## config.mk

```make
export PLATFORM = sky130hd
export DESIGN_NAME = adder_four_sync
export DESIGN_NICKNAME = d
export VERILOG_FILES = /design/src/rtl/adder_four_sync_pkg.sv /design/src/rtl/full_adder_cell.sv /design/src/rtl/adder_four_sync.sv
export SDC_FILE = /design/constraint.sdc
export NUM_CORES = 1
export LEC_CHECK = 0
export CAP_MARGIN = 20
export CORE_AREA = 2 2 39 41
export CTS_BUF_LIST = sky130_fd_sc_hd__clkbuf_8
export DETAILED_ROUTE_END_ITERATION = 12
export DIE_AREA = 0 0 41 43
export SLEW_MARGIN = 20
export SYNTH_ARGS = -nofsm -noshare
export SYNTH_HDL_FRONTEND = slang
export SYNTH_SLANG_ARGS = --single-unit
```

## constraint.sdc

```tcl
create_clock -name clk -period 1 [get_ports clk]
set_input_delay 0.2 -clock clk [delete_from_list [all_inputs] [get_ports clk]]
set_output_delay 0.2 -clock clk [all_outputs]
set_load 0.02 [all_outputs]
```

## src/rtl/adder_four_sync_pkg.sv

```systemverilog
// Shared constants and result payload for the registered 2-bit ripple-carry adder.
//   ADD_W      : operand width (bits of a and b)
//   RESULT_W   : result width including carry-out
//   result_t   : packed {carry, s1, s0} result payload
//   RESULT_RST : value loaded into the result flops on reset
package adder_four_sync_pkg;

    localparam int unsigned ADD_W    = 2;
    localparam int unsigned RESULT_W = 3;

    // Bit order matches the arithmetic value: carry is bit 2, s0 is bit 0.
    typedef struct packed {
        logic carry;
        logic s1;
        logic s0;
    } result_t;

    localparam result_t RESULT_RST = '0;

endpackage : adder_four_sync_pkg

```

## src/rtl/full_adder_cell.sv

```systemverilog
// One-bit full-adder cell, purely combinational.
//   a, b : operand bits
//   cin  : carry in
//   s    : sum bit
//   cout : carry out
module full_adder_cell (
    input  logic a,
    input  logic b,
    input  logic cin,
    output logic s,
    output logic cout
);

    logic p;

    // Propagate term shared by sum and carry.
    assign p    = a ^ b;
    assign s    = p ^ cin;
    assign cout = (a & b) | (cin & p);

endmodule : full_adder_cell

```

## src/rtl/adder_four_sync.sv

```systemverilog
// Registered 2-bit ripple-carry adder: {Carry, s1, s0} = {a1, a0} + {b1, b0},
// captured one clock after the operands are sampled.
//   clk   : rising-edge clock
//   reset : synchronous active-high reset, clears the result
//   a0/a1 : operand A bits (LSB/MSB)
//   b0/b1 : operand B bits (LSB/MSB)
//   s0/s1 : registered sum bits
//   Carry : registered carry-out of bit 1
module adder_four_sync
    import adder_four_sync_pkg::*;
(
    input  logic clk,
    input  logic reset,
    input  logic a0,
    input  logic a1,
    input  logic b0,
    input  logic b1,
    output logic s0,
    output logic s1,
    output logic Carry
);

    logic [ADD_W-1:0]    a_vec;
    logic [ADD_W-1:0]    b_vec;
    logic [ADD_W-1:0]    sum_bits;
    logic [ADD_W:0]      carry_chain;
    logic [RESULT_W-1:0] sum_n;
    result_t             res_q;

    assign a_vec = {a1, a0};
    assign b_vec = {b1, b0};

    // Bit 0 has no carry-in.
    assign carry_chain[0] = 1'b0;

    // Ripple chain, LSB first.
    full_adder_cell u_fa0 (
        .a    (a_vec[0]),
        .b    (b_vec[0]),
        .cin  (carry_chain[0]),
        .s    (sum_bits[0]),
        .cout (carry_chain[1])
    );

    full_adder_cell u_fa1 (
        .a    (a_vec[1]),
        .b    (b_vec[1]),
        .cin  (carry_chain[1]),
        .s    (sum_bits[1]),
        .cout (carry_chain[2])
    );

    // Carry-out of the top cell is the true bit 2; the result never wraps.
    assign sum_n = {carry_chain[ADD_W], sum_bits};

    // Result flops: reset wins, otherwise load every edge.
    always_ff @(posedge clk) begin
        if (reset) begin
            res_q <= RESULT_RST;
        end else begin
            res_q <= result_t'(sum_n);
        end
    end

    assign s0    = res_q.s0;
    assign s1    = res_q.s1;
    assign Carry = res_q.carry;

endmodule : adder_four_sync

```

==> Word level (Yosys, flattened, before mapping) <==
Index checks and enable logic that the tools add are counted.
{ "op_classes": {"bitwise_logic": 7} }
{ "op_table": {"columns": ["operator", "count"], "rows": [
  ["AND 1 bit", 3],
  ["XOR 1 bit", 3],
  ["OR 1 bit", 1]
]} }
{ "totals": {"regBits": 3, "word_cells": 10, "inputBits": 6} }

==> Logic depth before layout (Yosys ltp) <==
{ "depth": {"depth_word": 3, "mapped_depth": 4} }

==> By module <==
From an unflattened synthesis, not the netlist that was laid out.
{ "unflattened": {"hier_cells": 9, "area_unflattened_um2": 122.6} }
{ "by_module_without_submodules": {"columns": ["module", "area_per_inst_um2", "cells_each", "n_inst"], "rows": [
  ["adder_four_sync", 82.6, 7, 1],
  ["full_adder_cell", 20.0, 1, 2]
]} }

==> Least setup slack after synthesis <==
Ideal clock, no wire load.
{ "synth_timing": {"kind": "in2reg", "startpoint": "input a0", "endpoint": "register res_q (netlist bit s1)", "slack_ns": 0.027, "cell_stages": 4, "required_time_ns": 0.936, "setup_ns": 0.064, "t_arrival_ns": 0.909, "cell_sequence": "ha_1 > inv_1 > fa_1 > nor2_1"} }
{ "synth_via": {"elab_chain_len": 2} }
{ "synth_rtl": {"columns": ["item", "line_no", "text"], "rows": [
  ["start, declared", "adder_four_sync.sv:14", "input logic a0,"],
  ["AND 1 bit", "full_adder_cell.sv:19", "assign cout = (a & b) | (cin & p);"],
  ["XOR 1 bit", "full_adder_cell.sv:18", "assign s = p ^ cin;"],
  ["end signal, assigned", "adder_four_sync.sv:61", "res_q <= result_t'(sum_n);"],
  ["end, declared", "adder_four_sync.sv:28", "result_t res_q;"]
]} }
Every way passes these cells.
A chain may end at the register's enable or synchronous reset.

==> Worst setup path in the final report <==
{ "layout_timing": {"startpoint": "input b0", "endpoint": "register res_q (netlist bit s1)"} }
{ "layout_via": {"elab_chain_len": 2} }
{ "layout_rtl": {"columns": ["item", "line_no", "text"], "rows": [
  ["start, declared", "adder_four_sync.sv:16", "input logic b0,"],
  ["AND 1 bit", "full_adder_cell.sv:19", null],
  ["XOR 1 bit", "full_adder_cell.sv:18", null]
]} }
Every way passes these cells.

==> results <==
==> placed cells by master (no fill, tap or decap) <==
master,netlist,routed
inv_1,3,3
clkdlybuf4s50_1,0,1
dfxtp_1,3,3
clkbuf_8,0,3
ha_2,0,1
nor2b_1,1,1
dlygate4sd2_1,0,2
clkdlybuf4s15_1,0,1
clkbuf_2,0,2
nor2_1,2,2
inv_2,0,1
clkdlybuf4s15_2,0,2
fa_1,1,1
==> worst min path at each step <==
stage,start,endpoint,cells after the start
3_5_place_dp,reset,s1$_SDFF_PP0_,2
5_1_grt,a0,s0$_SDFF_PP0_,3
4_1_cts,a0,s0$_SDFF_PP0_,3
6_report,a0,s0$_SDFF_PP0_,3
3_3_place_gp,reset,s1$_SDFF_PP0_,2
2_1_floorplan,reset,Carry$_SDFF_PP0_,1
==> metrics by stage <==
| step | instances | TNS (ps) | hold slack (ps) | utilization [%] | worst slack, ps |
|---|---|---|---|---|---|
| final | 39 | 0 | 366 | 18.4 | 35.1 |
| after global routing | 39 | 0 | 406 | 18.4 | 5.22 |
| after CTS | 39 | 0 | 449 | 19.2 | 0.741 |
| after detailed placement | 35 | -1200 | 772 | 15.7 | -469 |
| after global placement | 35 | -1180 | 773 | 15.7 | -467 |
| after floorplan | 11 | 0 | 267 | - | 27.4 |
==> metal layers <==
| metal | vias up | global-route usage [%] | routed length (um) |
|---|---|---|---|
| met3 | 0 | 4.19 | 44 |
| met1 | 47 | 2.25 | 56 |
| met5 | - | 0 | 0 |
| met4 | 0 | 8.00 | 0 |
| li1 | 54 | - | - |
| met2 | 7 | 4.38 | 128 |
==> power groups by stage <==
stage | logic, mW | registers (mW) | clock network [mW]
3_5_place_dp | 0.0702 | 0.134 | 0
6_report | 0.0584 | 0.133 | 0.336
3_3_place_gp | 0.0698 | 0.134 | 0
4_1_cts | 0.0632 | 0.133 | 0.346
5_1_grt | 0.0663 | 0.134 | 0.363
2_1_floorplan | 0.0145 | 0.147 | 0
==> synth_stat cells <==
cell,count
dfxtp_1,3
fa_1,1
ha_1,1
inv_1,3
nor2_1,2
nor2b_1,1
==> logic make-up (layout without fill, tap and decap cells) <==
kind of cell  after synthesis  after routing  synth area share (%)
fa+ha+maj                   2              2                  27.7
simple gates                3              3                  11.7
buf+inv                     3             15                  9.57
flops                       3              3                  51.1
==> area by class of cell <==
type / count / area (sq um) / area share, %
sequential: 3 / 60.1 / 23.5
inverter: 3 / 11.3 / 4.41
clock inverter: 1 / 3.75 / 1.47
multi-input combinational: 5 / 48.8 / 19.1
clock buffer: 3 / 41.3 / 16.2
timing repair buffer: 8 / 70.1 / 27.5
tap: 16 / 20.0 / 7.84
==> state kept, by name, summed over array words and instances, names as in the netlist <==
register	flops
Carry	1
s0	1
s1	1
==> worst max-delay path: stages <==
cell and delay [ps]:
clkdlybuf4s15_1 170, ha_2 160, inv_2 30, fa_1 470, nor2_1 40
==> what timing repair did <==
| action | 4_1_cts | 5_1_grt |
|---|---|---|
| endpoints found under the setup margin | 5 | 2 |
| buffers inserted | 0 | 0 |
| resized for setup | 16 | 2 |
| hold buffers | 0 | 0 |
| pin swaps | 3 | 3 |
==> metrics.txt <==
Req. time, crit path 1110 ps; critical path startpoint category primary input; Combinational Power Share 11.1%; Post-Syn Area around 120 sq um; f_max about 1000 MHz; number of global-route vias before repair 122; # IOs 9; switching power total between 0.1 and 0.15 mW; Mapped Nets 19; Yosys warning count 0; core region area 0.00138 sq mm; CP startpoint b0; internal power approximately 0.42 mW; ant diodes 0; clk sinks 3; min Tclk post-route 965 ps; top cells by area, synth dfxtp_1 (51%), fa_1 (17%), ha_1 (11%); TritonCTS clock tree built; area growth from synthesis to layout 117%; die width 41 um; Worst-Margin Slew ~120 ps; worst setup path endpoint s1$_SDFF_PP0_; RSZ-0062 raised after global routing no; vias per cell 2.77; register area share after synthesis between 50% and 60%; antenna-violating nets left 0; initial core utilization around 8.5%; Cell variety after synth 6; first-pass iteration count of the detailed router 2; WS Path Type primary input to flip-flop; die area 0.00176 sq mm; Max FO, Critical Path 1; Total GRT Usage 4.12%; peak supply drop 0.263 mV; Seq pwr share 25.1%; die height between 40 and 50 um; max_slew headroom 92.1%; fillers between 150 and 200; P per Cell Area 2070 mW/mm^2; layout cells sized above 1 39.1%; Total Nets Final 32; RePlAce Congestion approximately 0.52; wire length per cell a little under 6 um; PortBufs 8; Avg Cell Area, Syn 10.7 sq um; num rows 14; switching share of power 20.0%; status completed; Final period util 96.5%; Final Hold Vio Count 0; Initial DRC Count 1; DR vias 108; Syn Inst Count 11; cts bufs inserted 3; # DRC 0; worst hold path type primary input to flip-flop; CP endpoint kind flip-flop; Synth top area share 51.1%; final setup violation count 0; clock buffer depth 2; Finished Cell Area 255 sq um; Root Buffer clkbuf_8; first-pass GRT wire length ~380 um; Lkg Pwr between 0.1 and 0.15 nW; Post-DP HPWL 176 um; placed cell area around 220 sq um; initial antenna violation count 0; PnR Total Power 0.527 mW; crit path DAT approximately 1100 ps; Clk pwr share 63.8%; #FFs+latches synth 3; H-tree levels 1; Pins Over Slew Limit 0; final wirelength 229 um; pin count of the biggest net entering global routing 4; max_cap viols 0; Remaining Overflow, GRT 0; area leader, netlist dfxtp_1; clock-pin slew on the worst setup and hold paths 30 ps
Note: power is estimated with default switching activity, not from simulation.
